## src/rtl/fetch_pc_unit.sv

```systemverilog
// Instruction-fetch stage: PC, one-outstanding imem request, output/hold slots, taken-branch redirect.
// Define FETCH_DELAY_SLOT_EN to keep the output slot (delay slot) alive across a redirect.
module fetch_pc_unit #(
   parameter logic [15:0] RESET_PC = 16'h0000
) (
   input  logic        clk_pi,
   input  logic        reset_pi,
   input  logic        branch_valid_pi,
   input  logic        is_branch_taken_pi,
   input  logic [15:0] branch_target_pi,
   output logic        imem_req_po,
   output logic [15:0] imem_addr_po,
   input  logic        imem_rvalid_pi,
   input  logic [15:0] imem_rdata_pi,
   input  logic        stall_pi,
   output logic        instr_valid_po,
   output logic [15:0] instr_po,
   output logic [15:0] instr_pc_po
);

   localparam logic [0:0] ST_FETCH = 1'b0;
   localparam logic [0:0] ST_HOLD  = 1'b1;

   logic [0:0]  state_q, state_d;
   logic [15:0] pc_q, pc_d;
   logic [15:0] addr_q, addr_d;
   logic        req_q, req_d;
   logic        squash_q, squash_d;
   logic        out_valid_q, out_valid_d;
   logic [15:0] out_instr_q, out_instr_d;
   logic [15:0] out_pc_q, out_pc_d;
   logic        hold_valid_q, hold_valid_d;
   logic [15:0] hold_instr_q, hold_instr_d;
   logic [15:0] hold_pc_q, hold_pc_d;

   logic transfer;
   logic redirect;
   logic rsp;

   assign transfer = out_valid_q && !stall_pi;
   assign redirect = branch_valid_pi && is_branch_taken_pi;
   // req_q is low in the first cycle out of reset, so a response is only honoured for a live request
   assign rsp      = req_q && imem_rvalid_pi;

   always_comb begin
      state_d      = state_q;
      pc_d         = pc_q;
      squash_d     = squash_q;
      out_valid_d  = out_valid_q;
      out_instr_d  = out_instr_q;
      out_pc_d     = out_pc_q;
      hold_valid_d = hold_valid_q;
      hold_instr_d = hold_instr_q;
      hold_pc_d    = hold_pc_q;

      if (transfer) begin
         out_valid_d = 1'b0;
      end

      if (state_q == ST_FETCH) begin
         if (rsp) begin
            if (squash_q) begin
               squash_d = 1'b0;
            end else if (!out_valid_q || transfer) begin
               out_valid_d = 1'b1;
               out_instr_d = imem_rdata_pi;
               out_pc_d    = pc_q;
               pc_d        = pc_q + 16'd1;
            end else begin
               hold_valid_d = 1'b1;
               hold_instr_d = imem_rdata_pi;
               hold_pc_d    = pc_q;
               pc_d         = pc_q + 16'd1;
               state_d      = ST_HOLD;
            end
         end
      end else if (transfer) begin
         out_valid_d  = 1'b1;
         out_instr_d  = hold_instr_q;
         out_pc_d     = hold_pc_q;
         hold_valid_d = 1'b0;
         state_d      = ST_FETCH;
      end

      // A taken branch overrides everything; an unanswered request must have its response dropped later
      if (redirect) begin
         pc_d         = branch_target_pi;
         hold_valid_d = 1'b0;
         state_d      = ST_FETCH;
         squash_d     = (state_q == ST_FETCH) && req_q && !imem_rvalid_pi;
`ifdef FETCH_DELAY_SLOT_EN
         out_valid_d  = out_valid_q && !transfer;
         out_instr_d  = out_instr_q;
         out_pc_d     = out_pc_q;
`else
         out_valid_d  = 1'b0;
`endif
      end

      req_d  = (state_d == ST_FETCH);
      addr_d = squash_d ? addr_q : pc_d;
   end

   always_ff @(posedge clk_pi or posedge reset_pi) begin
      if (reset_pi) begin
         state_q      <= ST_FETCH;
         pc_q         <= RESET_PC;
         addr_q       <= RESET_PC;
         req_q        <= 1'b0;
         squash_q     <= 1'b0;
         out_valid_q  <= 1'b0;
         out_instr_q  <= 16'h0000;
         out_pc_q     <= 16'h0000;
         hold_valid_q <= 1'b0;
         hold_instr_q <= 16'h0000;
         hold_pc_q    <= 16'h0000;
      end else begin
         state_q      <= state_d;
         pc_q         <= pc_d;
         addr_q       <= addr_d;
         req_q        <= req_d;
         squash_q     <= squash_d;
         out_valid_q  <= out_valid_d;
         out_instr_q  <= out_instr_d;
         out_pc_q     <= out_pc_d;
         hold_valid_q <= hold_valid_d;
         hold_instr_q <= hold_instr_d;
         hold_pc_q    <= hold_pc_d;
      end
   end

   assign imem_req_po    = req_q;
   assign imem_addr_po   = addr_q;
   assign instr_valid_po = out_valid_q;
   assign instr_po       = out_instr_q;
   assign instr_pc_po    = out_pc_q;

endmodule

```

## config.mk

```make
export PLATFORM = sky130hd
export DESIGN_NAME = fetch_pc_unit
export DESIGN_NICKNAME = d
export VERILOG_FILES = /design/src/rtl/fetch_pc_unit.sv
export SDC_FILE = /design/constraint.sdc
export NUM_CORES = 1
export LEC_CHECK = 0
export BUFFER_PORTS_ARGS = -buffer_cell sky130_fd_sc_hd__buf_4
export CAP_MARGIN = 10
export CELL_PAD_IN_SITES_DETAIL_PLACEMENT = 0
export CELL_PAD_IN_SITES_GLOBAL_PLACEMENT = 2
export CORE_MARGIN = 8
export CORE_UTILIZATION = 36
export DETAILED_ROUTE_END_ITERATION = 7
export GPL_TIMING_DRIVEN = 0
export PLACE_DENSITY = 0.8
export SETUP_SLACK_MARGIN = 0.1
export SLEW_MARGIN = 5
export SYNTH_ARGS = -nofsm -noshare
export SYNTH_HDL_FRONTEND = slang
export SYNTH_SLANG_ARGS = --single-unit
```

## constraint.sdc

```tcl
create_clock -name clk_pi -period 3.1 [get_ports clk_pi]
set_input_delay 0.155 -clock clk_pi [delete_from_list [all_inputs] [get_ports clk_pi]]
set_output_delay 0.155 -clock clk_pi [all_outputs]
set_load 0.01 [all_outputs]
```

---- After elaboration in Yosys (flattened, before gate mapping) ----
Index checks and enable logic that the tools add are counted.
operators by class
  add/sub/neg operators ................... 1
  eq/ne operators ......................... 2
  mux-type cells .......................... 30
  bitwise logic cells ..................... 4
  reductions and logical operators ........ 13
operators by type and width
  kind                     count
  $mux W16                 14
  $add A16 B1 Y16 const B  1
  $mux W1                  16
  $reduce_and A4 Y1        2
  $logic_and A1 B1 Y1      5
  $not A1 Y1               4
  $reduce_bool A2 Y1       2
  $logic_not A1 Y1         3
  $ne A2 B1 Y1 const B     1
  $ne A2 B2 Y1 const B     1
  $logic_or A1 B1 Y1       1
storage, ports and cells
  register bits after elaboration ......... 100
  input bits .............................. 38
  output and inout bits ................... 50
  logic and storage cells ................. 60

---- Logic depth before layout (Yosys ltp) ----
Gate-level depths: netlist of run 1.
  depth in word-level cells ............... 9
  gate-level depth with buffers ........... 7
  depth with buffers taken out ............ 6

---- Worst setup path after synthesis of run 1 ----
No wires, ideal clock.
  kind .................................... register to register
  start ................................... reg state_q
  end ..................................... reg addr_q[0], in the netlist imem_addr_po[0]
  setup time .............................. 125 ps
  arrival ................................. 1862 ps
  data required time ...................... 2975 ps
  slack ................................... 1113 ps
  stages on the path, launching flop included .. 7
  cell sequence ........................... dfrtp_1 -> buf_6 -> nor2b_1 -> nor2_1 -> a211oi_2 -> buf_2 -> mux2_2
between the ends
  longest elaborated chain between the ends .. 4
ends and longest elaborated chain
  item                              line  RTL
  from (decl)                       24    logic [0:0] state_q, state_d;
  from (signal assigned)            118   state_q <= state_d;
  $not A1 Y1 (no line)              -
  $logic_and A1 B1 Y1 (2 in a row)  90    squash_d = (state_q == ST_FETCH) && req_q && !imem_rvalid_pi;
  $mux W1 (*)                       86    if (redirect) begin
  via squash_d                      28    logic squash_q, squash_d;
  to (signal assigned)              120   addr_q <= addr_d;
  to (decl)                         26    logic [15:0] addr_q, addr_d;
The timed path passes the listed nets; every way through them passes the cells marked *.
A chain may end at the register's enable or synchronous reset.

---- Final worst setup path of run 1 ----
  start ................................... reg state_q
  end ..................................... reg addr_q[2], in the netlist imem_addr_po[2]
The elaborated chain is that of the path after synthesis.

==> results of run 1 <==
[metrics by stage]
step	setup TNS [ns]	setup slack [ns]	util, %	total power [W]	std cells
after CTS	0	0.700	46.1	0.00564	622
after global placement	-94.01	-0.949	43.6	0.00453	604
after floorplan	0	0.326	-	0.00363	370
after detailed placement	0	0.714	43.8	0.00459	605
after global routing	0	0.564	46.1	0.00595	622
final	0	0.734	46.1	0.00555	622
[state kept, by name (all words and copies together), names as in the netlist]
signal / count
instr_po: 16
hold_pc_q: 16
hold_instr_q: 16
instr_pc_po: 16
imem_req_po: 1
squash_q: 1
imem_addr_po: 16
state_q: 1
pc_q: 16
instr_valid_po: 1
[cell families (layout without fill, tap and decap cells)]
group / Yosys count / count (layout)
AO/OA/AOI/OAI: 60 / 60
XOR/XNOR: 10 / 10
adder cells (fa/ha/maj): 1 / 1
buffers and inverters: 28 / 133
flip-flops: 100 / 100
multiplexers: 79 / 79
AND/OR/NAND/NOR: 92 / 92
[metal layers]
layer / GRT usage (%) / vias up
li1: - / 1494
met1: 18.0 / 1555
met2: 21.2 / 63
met3: 3.50 / 11
met4: 4.67 / 0
met5: 0 / -
[final cells by class]
class                   instances  area [um^2]  share of cell area, %
flip-flops and latches        100         2500                   45.6
multi-input cells             242         1730                   31.5
repair buffers                 89          691                   12.6
clock buffers                  14          254                   4.63
well taps                     147          184                   3.35
plain buffers                  22         96.3                   1.75
inverters                       6         25.0                  0.456
clock inverters                 2         10.0                  0.182
[cell usage in the layout, fill, tap and decap left out, types with 2 or more instances in the layout]
cell and count:
sky130_fd_sc_hd__buf_2 4, sky130_fd_sc_hd__nor3_1 4, sky130_fd_sc_hd__xor2_1 2, sky130_fd_sc_hd__a31oi_1 3, sky130_fd_sc_hd__clkbuf_16 9, sky130_fd_sc_hd__or3_1 2, sky130_fd_sc_hd__clkbuf_1 20, sky130_fd_sc_hd__nor2_1 47
sky130_fd_sc_hd__a21oi_1 42, sky130_fd_sc_hd__mux2_1 4, sky130_fd_sc_hd__mux2_2 43, sky130_fd_sc_hd__inv_1 5, sky130_fd_sc_hd__dfrtp_1 100, sky130_fd_sc_hd__buf_4 87, sky130_fd_sc_hd__mux2i_1 32, sky130_fd_sc_hd__and3_1 4
sky130_fd_sc_hd__nand2_1 14, sky130_fd_sc_hd__nor4_1 2, sky130_fd_sc_hd__xnor2_1 8, sky130_fd_sc_hd__nand4_1 5, sky130_fd_sc_hd__clkinv_2 2, sky130_fd_sc_hd__o21ai_0 9, sky130_fd_sc_hd__nand3_1 5
[where the power goes]
part           total, W  switching [W]  internal (W)
Combinational   0.00226        0.00113       0.00113
Clock           0.00103       0.000464      0.000566
Sequential      0.00226       0.000359       0.00190
[timing repair]
| action | in CTS | in global routing |
|---|---|---|
| hold endpoints to repair | 40 | 0 |
| buffers inserted | 0 | 0 |
| hold buffers | 1 | 0 |
[path summary, 6_finish.rpt]
| path | slack [ns] | cells after the start | to | from |
|---|---|---|---|---|
| hold reg to reg | 0.49 | 1 | hold_instr_q[11] | hold_instr_q[11] |
| setup / recovery | 0.73 | 6 | imem_addr_po[2] | state_q |
| max in group asynchronous | 1.99 | 4 | instr_pc_po[13] | reset_pi |
| hold / removal | 0.05 | 2 | pc_q[9] | branch_target_pi[9] |
| min in group asynchronous | 0.43 | 3 | instr_pc_po[0] | reset_pi |
| setup reg to reg | 0.73 | 6 | imem_addr_po[2] | state_q |
==> summary.log, run 1 <==
INFO  power_and_ir_drop power.static_leakage=2.39nW
INFO  clock_network  clk_latency=0.34ns
INFO  floorplanning  core_area=11,900um^2
INFO  synthesis      post-synth-top-area-fraction=57.5%
INFO  routing        wl_met1=4810um
INFO  setup_path     timing.critical_path.from_type=register
INFO  synthesis      synth_top_family_by_area=multiplexers
INFO  cells_and_area final_cell_area=5490um^2
INFO  cells_and_area layout-drive-gt1-share=32.6%
INFO  setup_path     cp.buffers_inverters=2
INFO  routing        routed-via-count=3,123
INFO  sta            timing.fmax=423MHz
INFO  routing        wl_per_cell=16.8um
INFO  clock_network  ctsRootBufferMaster=sky130_fd_sc_hd__clkbuf_16
INFO  power_and_ir_drop power.ir.vdd_worst=366uV
INFO  job            drv.max_cap_violation_count=0
INFO  routing        drt.antenna.violating_nets=0
INFO  floorplanning  top_level_ports=88
INFO  global_routing global_route.usage.total=13.6%
INFO  synthesis      synthesis.instances=370
INFO  routing        maxUsedRoutingLayer=met4
INFO  cells_and_area insertedDiodeCount=0
INFO  global_routing grt_start_max_net_pins=61
INFO  routing        drt_pass1_iterations=4
INFO  floorplanning  die_x=126um
INFO  synthesis      synth_simple_gate_area_share=10.4%
INFO  global_routing grt_pass1_wl=17,300um
INFO  synthesis      post_synth_most_frequent_cells=100 x sky130_fd_sc_hd__dfrtp_1, 47 x sky130_fd_sc_hd__nor2_1, 43 x sky130_fd_sc_hd__mux2_2
INFO  cells_and_area fin_nets=509
INFO  synthesis      post_synthesis_instance_area=4350um^2
INFO  setup_path     worstSetupEndpointType=register
INFO  floorplanning  placementRows=40
INFO  floorplanning  initial_core_util=36.5%
INFO  clock_network  clock_sinks=100
INFO  sta            fin_skew=0.00295ns
INFO  floorplanning  design.die.area=15,900um^2
INFO  sta            hold_vio_cnt_final=0
INFO  setup_path     series_of_cell_instances_along_the_critical_path=buf_6 > nor2b_1 > nor2_1 > a211oi_2 > buf_2 > mux2_2
INFO  sta            post-route-min-period=2.37ns
INFO  routing        length_of_routed_met2_wiring=4960um
INFO  placement      globalplace.congestion=0.806
INFO  synthesis      async_flop_share=100%
INFO  clock_network  cts-root-to-sink-buffers=2
INFO  global_routing congestion_overflow_gr=0
INFO  status         run_status=completed
INFO  routing        drt-initial-drc-count=152
INFO  synthesis      synth_sequential_area_ratio=57.5%
INFO  setup_path     cp_data_required_time=3.32ns
INFO  synthesis      synth_largest_area_cell=sky130_fd_sc_hd__dfrtp_1
INFO  clock_network  cts.repair.resized=0
INFO  sta            finalHoldWorstSlack=0.0484ns
INFO  synthesis      netlist-cell-type-count=38
INFO  clock_network  cts_max_level=3
INFO  synthesis      fraction_of_synthesized_area_in_multiplexers=19.5%
INFO  global_routing antenna_found_initial=0
INFO  sta            timing.max_slew.rel_slack=46.7%
INFO  placement      place_area=5220um^2
INFO  sta            max_slew.worst_pin.slew=0.799ns
INFO  setup_path     crit_path_max_fanout=10
INFO  placement      port-buffer-count=87
INFO  clock_network  path_clk_slew=0.06ns
INFO  synthesis      synth-compound-area-share=7.54%
INFO  sta            drv_slew=0
INFO  setup_path     crit_arrival=2.59ns
INFO  synthesis      synth.most_common_cell=sky130_fd_sc_hd__dfrtp_1
INFO  synthesis      synthesis.nets=409
INFO  synthesis      postSynthRegisterBits=100
INFO  sta            final_min_period_over_clock_period=76.3%
INFO  synthesis      synth.yosys.warnings=0
INFO  clock_network  tritoncts=yes
INFO  floorplanning  die_height=126um
INFO  setup_path     critPathMaxStageDelay=0.66ns
INFO  global_routing grt_pass1_vias=3,244
INFO  sta            total_setup_violations_reported_at_the_end_of_the_flow=0
INFO  setup_path     criticalPathCategory=register to register
INFO  routing        vias_per_cell=5.02
INFO  synthesis      synth_xor_xnor_area_share=2.01%
INFO  setup_path     worst_path_dominant_cell_family=compound AO/OA/AOI/OAI gates
INFO  synthesis      synth.area.top_cells=sky130_fd_sc_hd__dfrtp_1 58%, sky130_fd_sc_hd__mux2_2 11%, sky130_fd_sc_hd__mux2i_1 7.4%
INFO  cells_and_area area_growth_syn_to_layout=26.2%
INFO  synthesis      synth_edf_count=0
INFO  synthesis      synth_adder_area_share=0.288%
INFO  routing        wirelength_routed=10,500um
INFO  synthesis      syn_area_per_cell=11.8um^2
INFO  routing        met3_length=552um
INFO  setup_path     cp_slowest_cell=sky130_fd_sc_hd__a211oi_2
INFO  placement      dp_hpwl=7530um
INFO  worst_hold_path hold_path.class=input pin to register
INFO  synthesis      synth_top_flop_cell=sky130_fd_sc_hd__dfrtp_1
INFO  power_and_ir_drop power_density=1010nW/um^2
INFO  sta            grt_setup_unrepaired=false
INFO  cells_and_area nFillCells=1,140
INFO  clock_network  cts_inserted_buffers=9
INFO  routing        route.detailed.drc=0
(Power assumes the default switching activity.)
==> run 2, diff against run 1 <==
Settings changed: CORE_UTILIZATION 36 to 32, PLACE_DENSITY 0.8 to 0.75.
Clock period 3.1 ns to 2.1 ns, I/O delays scaled along.
==> run 2 against run 1 <==
  * Clock power is 61% higher
  * Critical endpoint is now imem_addr_po[14]
  * Power is 56% higher
  * Worst setup slack worse by 0.62 ns
  * Non-clock buffer count is 35 higher
  * Register-to-register slack worse by 0.62 ns
  * Clock skew is 0.0045 ns higher
  * Clock-buffer cell count is 4 lower
  * Via count is 4.5% higher
  * Flip-flop and latch count stayed put
==> summary.log, run 2 (synthesis gave the netlist of run 1 again) <==
INFO  cells_and_area area_growth_syn_to_layout=37.9%
INFO  placement      dp_cells=636 [+5.1%]
INFO  clock_network  clk_latency=0.35ns [about the same]
INFO  clock_network  cts_inserted_buffers=9 [unchanged]
INFO  sta            timing.fmax=504MHz [+19%]
INFO  cells_and_area commonest_non_fill_non_tap_cell_in_the_layout=sky130_fd_sc_hd__buf_4
INFO  setup_path     criticalPathCategory=register to register
INFO  sta            max_slew.worst_pin.slew=0.756ns [-0.0428 ns]
INFO  setup_path     series_of_cell_instances_along_the_critical_path=buf_6 > nand3b_4 > or4_4 > or3_4 > a31oi_4 > mux2_4
INFO  clock_network  clock_sinks=100 [unchanged]
INFO  setup_path     critPathMaxStageDelay=0.54ns [-0.12 ns]
INFO  sta            final_min_period_over_clock_period=94.4% [+18 points]
INFO  floorplanning  placementRows=42 [+5.0%]
INFO  setup_path     worstSetupEndpointType=register
INFO  global_routing grt_pass1_vias=3,452 [+6.4%]
INFO  setup_path     crit_arrival=2.28ns [-0.31 ns]
INFO  clock_network  cts_max_level=3 [unchanged]
INFO  routing        drt.antenna.violating_nets=0 [unchanged]
INFO  placement      globalplace.congestion=0.777 [-3.6%]
INFO  floorplanning  initial_core_util=32.9% [-3.7 points]
INFO  global_routing congestion_overflow_gr=0 [unchanged]
INFO  sta            post-route-min-period=1.98ns [-0.384 ns]
INFO  placement      dp_hpwl=7880um [+4.6%]
INFO  cells_and_area final_cell_area=6000um^2 [+9.3%]
INFO  setup_path     cp_slowest_cell=sky130_fd_sc_hd__or4_4
INFO  clock_network  tritoncts=yes
INFO  setup_path     timing.critical_path.from_type=register
INFO  clock_network  ctsRootBufferMaster=sky130_fd_sc_hd__clkbuf_16
INFO  clock_network  cts-root-to-sink-buffers=2 [unchanged]
INFO  global_routing global_route.usage.total=13.2% [-0.43 points]
INFO  floorplanning  die_height=133um [+5.3%]
INFO  cells_and_area fin_cells=686 [+10%]
INFO  routing        route.detailed.drc=0 [unchanged]
INFO  floorplanning  die_x=133um [+5.3%]
INFO  setup_path     cp_data_required_time=2.40ns [-0.92 ns]
INFO  cells_and_area nFillCells=1,293 [+13%]
INFO  power_and_ir_drop power.share.clock=19.2% [+0.6 points]
INFO  routing        drt-initial-drc-count=165 [+8.6%]
INFO  sta            drv_slew=0 [unchanged]
INFO  power_and_ir_drop p_comb_share=42.1% [+1.4 points]
INFO  sta            hold_vio_cnt_final=0 [unchanged]
INFO  power_and_ir_drop power_density=1440nW/um^2 [+42%]
INFO  routing        routed-via-count=3,263 [+4.5%]
INFO  global_routing grt_start_max_net_pins=27 [-56%]
INFO  power_and_ir_drop p_sw_share=35.1% [-0.047 points]
INFO  sta            grt_setup_unrepaired=true
INFO  setup_path     critical_path.startpoint=state_q
INFO  power_and_ir_drop power.static_leakage=2.61nW [+9.4%]
INFO  power_and_ir_drop p_sw=0.00303W [+55%]
INFO  floorplanning  design.die.area=17,600um^2 [+11%]
INFO  sta            fin_skew=0.00747ns [+0.00452 ns]
INFO  cells_and_area layout_common_cells=104 x sky130_fd_sc_hd__buf_4, 96 x sky130_fd_sc_hd__dfrtp_1, 47 x sky130_fd_sc_hd__nor2_1, 42 x sky130_fd_sc_hd__mux2_2, 41 x sky130_fd_sc_hd__a21oi_1
INFO  routing        wl_per_cell=16.4um [-2.3%]
INFO  sta            timing.max_slew.rel_slack=49.6% [+2.9 points]
INFO  cells_and_area insertedDiodeCount=0 [unchanged]
INFO  sta            total_setup_violations_reported_at_the_end_of_the_flow=0 [unchanged]
INFO  cells_and_area layout-drive-gt1-share=38.8% [+6.2 points]
INFO  placement      port-buffer-count=87 [unchanged]
INFO  clock_network  path_clk_slew=0.07ns [about the same]
INFO  power_and_ir_drop power.ir.vdd_worst=578uV [+58%]
INFO  worst_hold_path hold_path.class=input pin to register
INFO  global_routing antenna_found_initial=0 [unchanged]
INFO  global_routing grt_pass1_wl=18,500um [+7.1%]
INFO  routing        drt_pass1_iterations=4 [unchanged]
INFO  job            drv.max_cap_violation_count=0 [unchanged]
INFO  routing        wirelength_routed=11,300um [+7.8%]
INFO  setup_path     crit_path_max_fanout=5 [-5]
INFO  worst_hold_path hold_path_startpoint=branch_target_pi[13]
INFO  routing        vias_per_cell=4.76 [-5.3%]
INFO  cells_and_area fin_nets=544 [+6.9%]
INFO  power_and_ir_drop cell_internal_pwr=0.00560W [+56%]
INFO  status         run_status=completed
INFO  power_and_ir_drop power_frac_seq=38.7% [-2.0 points]
INFO  floorplanning  top_level_ports=88 [unchanged]
INFO  setup_path     critical_path.reg2reg.startpoint=state_q
INFO  placement      place_area=5290um^2 [+1.3%]
INFO  floorplanning  core_area=13,200um^2 [+11%]
==> run 2: changes by cell type in the layout (fill, tap and decap cells not counted), sizes merged <==
cell	delta
dlygate4sd3	+19
buf	+17
clkbuf	-5
clkinvlp	+3
bufinv	+1
==> run 2: worst max-delay path, delay by kind of cell (launching register included) <==
family	cells	cell delay (ns)
simple gates	3	1.05
flops	1	0.41
compound gates	1	0.18
mux	1	0.16
buf+inv	1	0.13
==> run 2: repair_timing <==
action | CTS | global route
pin swaps | 6 | 6
resized for setup | 15 | 28
buffers inserted | 11 | 4
gates cloned | 0 | 0
hold buffers | 20 | 0
hold endpoints to repair | 43 | 0
setup endpoints to repair | 80 | 78
==> run 2: worst paths after layout <==
check	endpoint	slack, ns	cells after the start
max in group asynchronous	pc_q[7]	0.94	5
max reg2reg	imem_addr_po[14]	0.12	6
min reg2reg	hold_instr_q[11]	0.49	1
min	pc_q[13]	0.004	3
min in group asynchronous	instr_po[15]	0.39	3
max	imem_addr_po[14]	0.12	6
==> run 2: layout make-up <==
type	count	area, um^2	share of cell area [%]
flip-flops and latches	100	2510	41.8
multi-input cells	242	1800	30.1
repair buffers	125	1030	17.2
clock buffers	10	229	3.82
well taps	176	220	3.67
plain buffers	21	120	2.00
clock inverters	6	63.8	1.06
inverters	6	26.3	0.438
==> run 2: power by group through the flow <==
| stage | clock network [W] | logic, W | registers (W) |
|---|---|---|---|
| final | 0.00166 | 0.00364 | 0.00333 |
| after global routing | 0.00178 | 0.00401 | 0.00347 |
| after CTS | 0.00172 | 0.00365 | 0.00334 |
| after detailed placement | 0 | 0.00343 | 0.00338 |
| after global placement | 0 | 0.00336 | 0.00335 |
| after floorplan | 0 | 0.00188 | 0.00348 |
==> run 2: per-layer routing <==
layer	track usage [%]	routed length, um	share of wire [%]	vias up
met1	17.0	5360	47	1620
met4	5.68	183	1.6	0
li1	-	-	-	1569
met5	0	0	0	-
met2	20.5	5200	46	60
met3	3.48	540	4.8	14
==> run 2: metrics by stage <==
step	setup slack, ns	hold WS, ns	util, %	total power (W)	TNS [ns]
after global routing	0.0607	0.0259	45.3	0.00926	0
after detailed placement	-0.291	0.235	39.9	0.00681	-7.74
after global placement	-0.306	0.337	39.5	0.00671	-7.19
final	0.118	0.00371	45.3	0.00863	0
after floorplan	0.113	0.236	-	0.00536	0
after CTS	0.0428	0.00352	44.6	0.00870	0
==> run 3, diff against run 2 <==
Settings changed: PLACE_DENSITY 0.75 to default, PLACE_DENSITY_LB_ADDON from default to 0.1.
==> run 3 against run 2 <==
  * Combinational power down 1%
  * Fmax up 0.50%
  * Die area unchanged
  * Clock power about the same
  * Worst hold slack better by 0.0087 ns
  * Via count down 1.7%
  * Clock skew down 0.0015 ns
  * Clock-buffer cell count up 2
  * Core utilization down 0.48 points
  * Critical path depth down 1
  * Sequential share of layout area up 0.41 points
  * Largest power group unchanged
  * Highest routed layer unchanged
==> summary.log, run 3 (synthesis gave the netlist of run 1 again) <==
INFO  global_routing global_route.usage.total=13.4% [+0.23 points]
INFO  placement      place_ws=-0.372ns [-0.0813 ns]
INFO  setup_path     crit_path_max_fanout=5 [unchanged]
INFO  setup_path     timing.critical_path.from_type=register
INFO  routing        route.detailed.drc=0 [unchanged]
INFO  setup_path     crit_arrival=2.26ns [-0.02 ns]
INFO  setup_path     criticalPathCategory=register to register
INFO  routing        drt-initial-drc-count=149 [-9.7%]
INFO  sta            timing.max_slew.rel_slack=47.7% [-1.9 points]
INFO  clock_network  clk_latency=0.35ns [about the same]
INFO  routing        wirelength_routed=11,500um [+1.6%]
INFO  floorplanning  design.die.area=17,600um^2 [unchanged]
INFO  routing        drt_pass1_iterations=4 [unchanged]
INFO  cells_and_area fin_nets=538 [-1.1%]
INFO  status         run_status=completed
INFO  cells_and_area commonest_non_fill_non_tap_cell_in_the_layout=sky130_fd_sc_hd__buf_4
INFO  floorplanning  core_area=13,200um^2 [unchanged]
INFO  power_and_ir_drop power_density=1450nW/um^2 [+0.83%]
INFO  floorplanning  placementRows=42 [unchanged]
INFO  sta            total_negative_slack=0ns [unchanged]
INFO  setup_path     critPathMaxStageDelay=0.58ns [+0.04 ns]
INFO  clock_network  path_clk_slew=0.07ns [about the same]
INFO  global_routing globalRouteMet3Util=3.33% [-0.15 points]
INFO  power_and_ir_drop power.static_leakage=2.58nW [-1.1%]
INFO  sta            drv_slew=0 [unchanged]
INFO  floorplanning  die_x=133um [unchanged]
INFO  placement      globalplace.congestion=0.729 [-6.1%]
INFO  cells_and_area insertedDiodeCount=0 [unchanged]
INFO  clock_network  cts_inserted_buffers=9 [unchanged]
INFO  setup_path     cp_slowest_cell=sky130_fd_sc_hd__or4_4
INFO  cells_and_area layout-drive-gt1-share=37.1% [-1.7 points]
INFO  global_routing grt_pass1_vias=3,556 [+3.0%]
INFO  routing        vias_per_cell=4.72 [-0.82%]
INFO  clock_network  tritoncts=yes
INFO  sta            grt_setup_unrepaired=true
INFO  global_routing antenna_found_initial=0 [unchanged]
INFO  global_routing grt_start_max_net_pins=36 [+33%]
INFO  sta            hold_vio_cnt_final=0 [unchanged]
INFO  sta            final_min_period_over_clock_period=93.9% [-0.47 points]
INFO  clock_network  cts_max_level=3 [unchanged]
INFO  global_routing grt_pass1_wl=18,700um [+1.0%]
INFO  placement      dp_hpwl=7970um [+1.2%]
INFO  cells_and_area area_used_by_multi_input_combinational_logic=1800um^2 [-0.21%]
INFO  sta            finalHoldWorstSlack=0.0124ns [+0.00867 ns]
INFO  global_routing use_met2=21.3% [+0.87 points]
INFO  floorplanning  die_height=133um [unchanged]
INFO  job            drv.max_cap_violation_count=0 [unchanged]
INFO  routing        wl_per_cell=16.8um [+2.5%]
INFO  power_and_ir_drop power.ir.vdd_worst=494uV [-15%]
INFO  cells_and_area storage_cell_area=2500um^2 [about the same]
INFO  sta            post-route-min-period=1.97ns [-0.00989 ns]
INFO  clock_network  clock_sinks=100 [unchanged]
INFO  routing        drt.antenna.violating_nets=0 [unchanged]
INFO  placement      place_area=5290um^2 [unchanged]
INFO  setup_path     cp.buffers_inverters=0 [-1]
INFO  sta            max_slew.worst_pin.slew=0.784ns [+0.0281 ns]
INFO  sta            fin_skew=0.00593ns [-0.00154 ns]
INFO  setup_path     worst_path_dominant_cell_family=simple AND/OR/NAND/NOR gates
INFO  placement      port-buffer-count=87 [unchanged]
INFO  setup_path     cp_data_required_time=2.39ns [about the same]
INFO  worst_hold_path hold_path.class=input pin to register
INFO  setup_path     series_of_cell_instances_along_the_critical_path=nand3b_1 > or4_4 > or3_4 > a31oi_4 > mux2_4
INFO  cells_and_area area_growth_syn_to_layout=36.5%
INFO  cells_and_area nFillCells=1,321 [+2.2%]
INFO  cells_and_area layout_common_cells=102 x sky130_fd_sc_hd__buf_4, 98 x sky130_fd_sc_hd__dfrtp_1, 47 x sky130_fd_sc_hd__nor2_1, 42 x sky130_fd_sc_hd__mux2_2, 41 x sky130_fd_sc_hd__a21oi_1
INFO  sta            setup_ws=0.128ns [+0.00989 ns]
INFO  cells_and_area final_cell_area=5940um^2 [-1.1%]
INFO  global_routing global_route.usage.met1=17.1% [+0.070 points]
INFO  global_routing congestion_overflow_gr=0 [unchanged]
INFO  global_routing layer_carrying_the_most_global_route_usage=met2
INFO  floorplanning  top_level_ports=88 [unchanged]
INFO  sta            total_setup_violations_reported_at_the_end_of_the_flow=0 [unchanged]
INFO  routing        routed-via-count=3,208 [-1.7%]
INFO  sta            timing.fmax=507MHz [+0.50%]
INFO  floorplanning  initial_core_util=32.9% [unchanged]
INFO  clock_network  cts-root-to-sink-buffers=2 [unchanged]
INFO  setup_path     worstSetupEndpointType=register
INFO  clock_network  ctsRootBufferMaster=sky130_fd_sc_hd__clkbuf_16
-- run 3: path summary, 6_finish.rpt --
| kind | startpoint | end | slack (ns) | cells after the start |
|---|---|---|---|---|
| worst max-delay path | squash_q | imem_addr_po[14] | 0.13 | 5 |
| worst min-delay path | branch_target_pi[7] | pc_q[7] | 0.01 | 3 |
| worst max register to register | squash_q | imem_addr_po[14] | 0.13 | 5 |
| worst min register to register | hold_instr_q[11] | hold_instr_q[11] | 0.50 | 1 |
| max in group asynchronous | reset_pi | hold_pc_q[14] | 1.16 | 5 |
| min in group asynchronous | reset_pi | instr_pc_po[0] | 0.27 | 3 |
-- run 3: metal layers --
layer | wire length, um | vias to the layer above
met1 | 5530 | 1576
met5 | 0 | -
li1 | - | 1558
met3 | 479 | 13
met4 | 192 | 0
met2 | 5260 | 61
-- run 3: metrics by stage --
step           util (%)  cells  power (W)
2_1_floorplan         -    370    0.00536
3_3_place_gp       39.5    633    0.00673
3_5_place_dp       39.9    636    0.00681
4_1_cts            44.3    676    0.00869
5_1_grt            44.8    680    0.00923
6_report           44.8    680    0.00861
-- run 3: worst min-delay path: cells and delay by family --
family | cells | cell delay (ns)
AND/OR/NAND/NOR | 1 | 0.04
buffers and inverters | 1 | 0.08
AO/OA/AOI/OAI | 1 | 0.09
-- run 3: layout make-up --
type	count	share of cell area, %
Clock inverter	4	0.822
Tap cell	176	3.71
Clock buffer	12	4.15
Multi-Input combinational cell	242	30.3
Inverter	6	0.443
Sequential cell	100	42.2
Timing Repair Buffer	119	16.4
Buffer	21	1.92
-- run 3: timing repair --
action | 4_1_cts | 5_1_grt
setup buffers | 6 | 5
endpoints found under the setup margin | 81 | 77
pin swaps | 4 | 3
hold buffers | 18 | 0
endpoints found under the hold margin | 25 | 0
resized for setup | 18 | 13
-- run 3: report_power, final --
group          switching, W  internal, W
combinational       0.00175      0.00185
clock              0.000725     0.000956
sequential         0.000518      0.00280
total               0.00300      0.00561
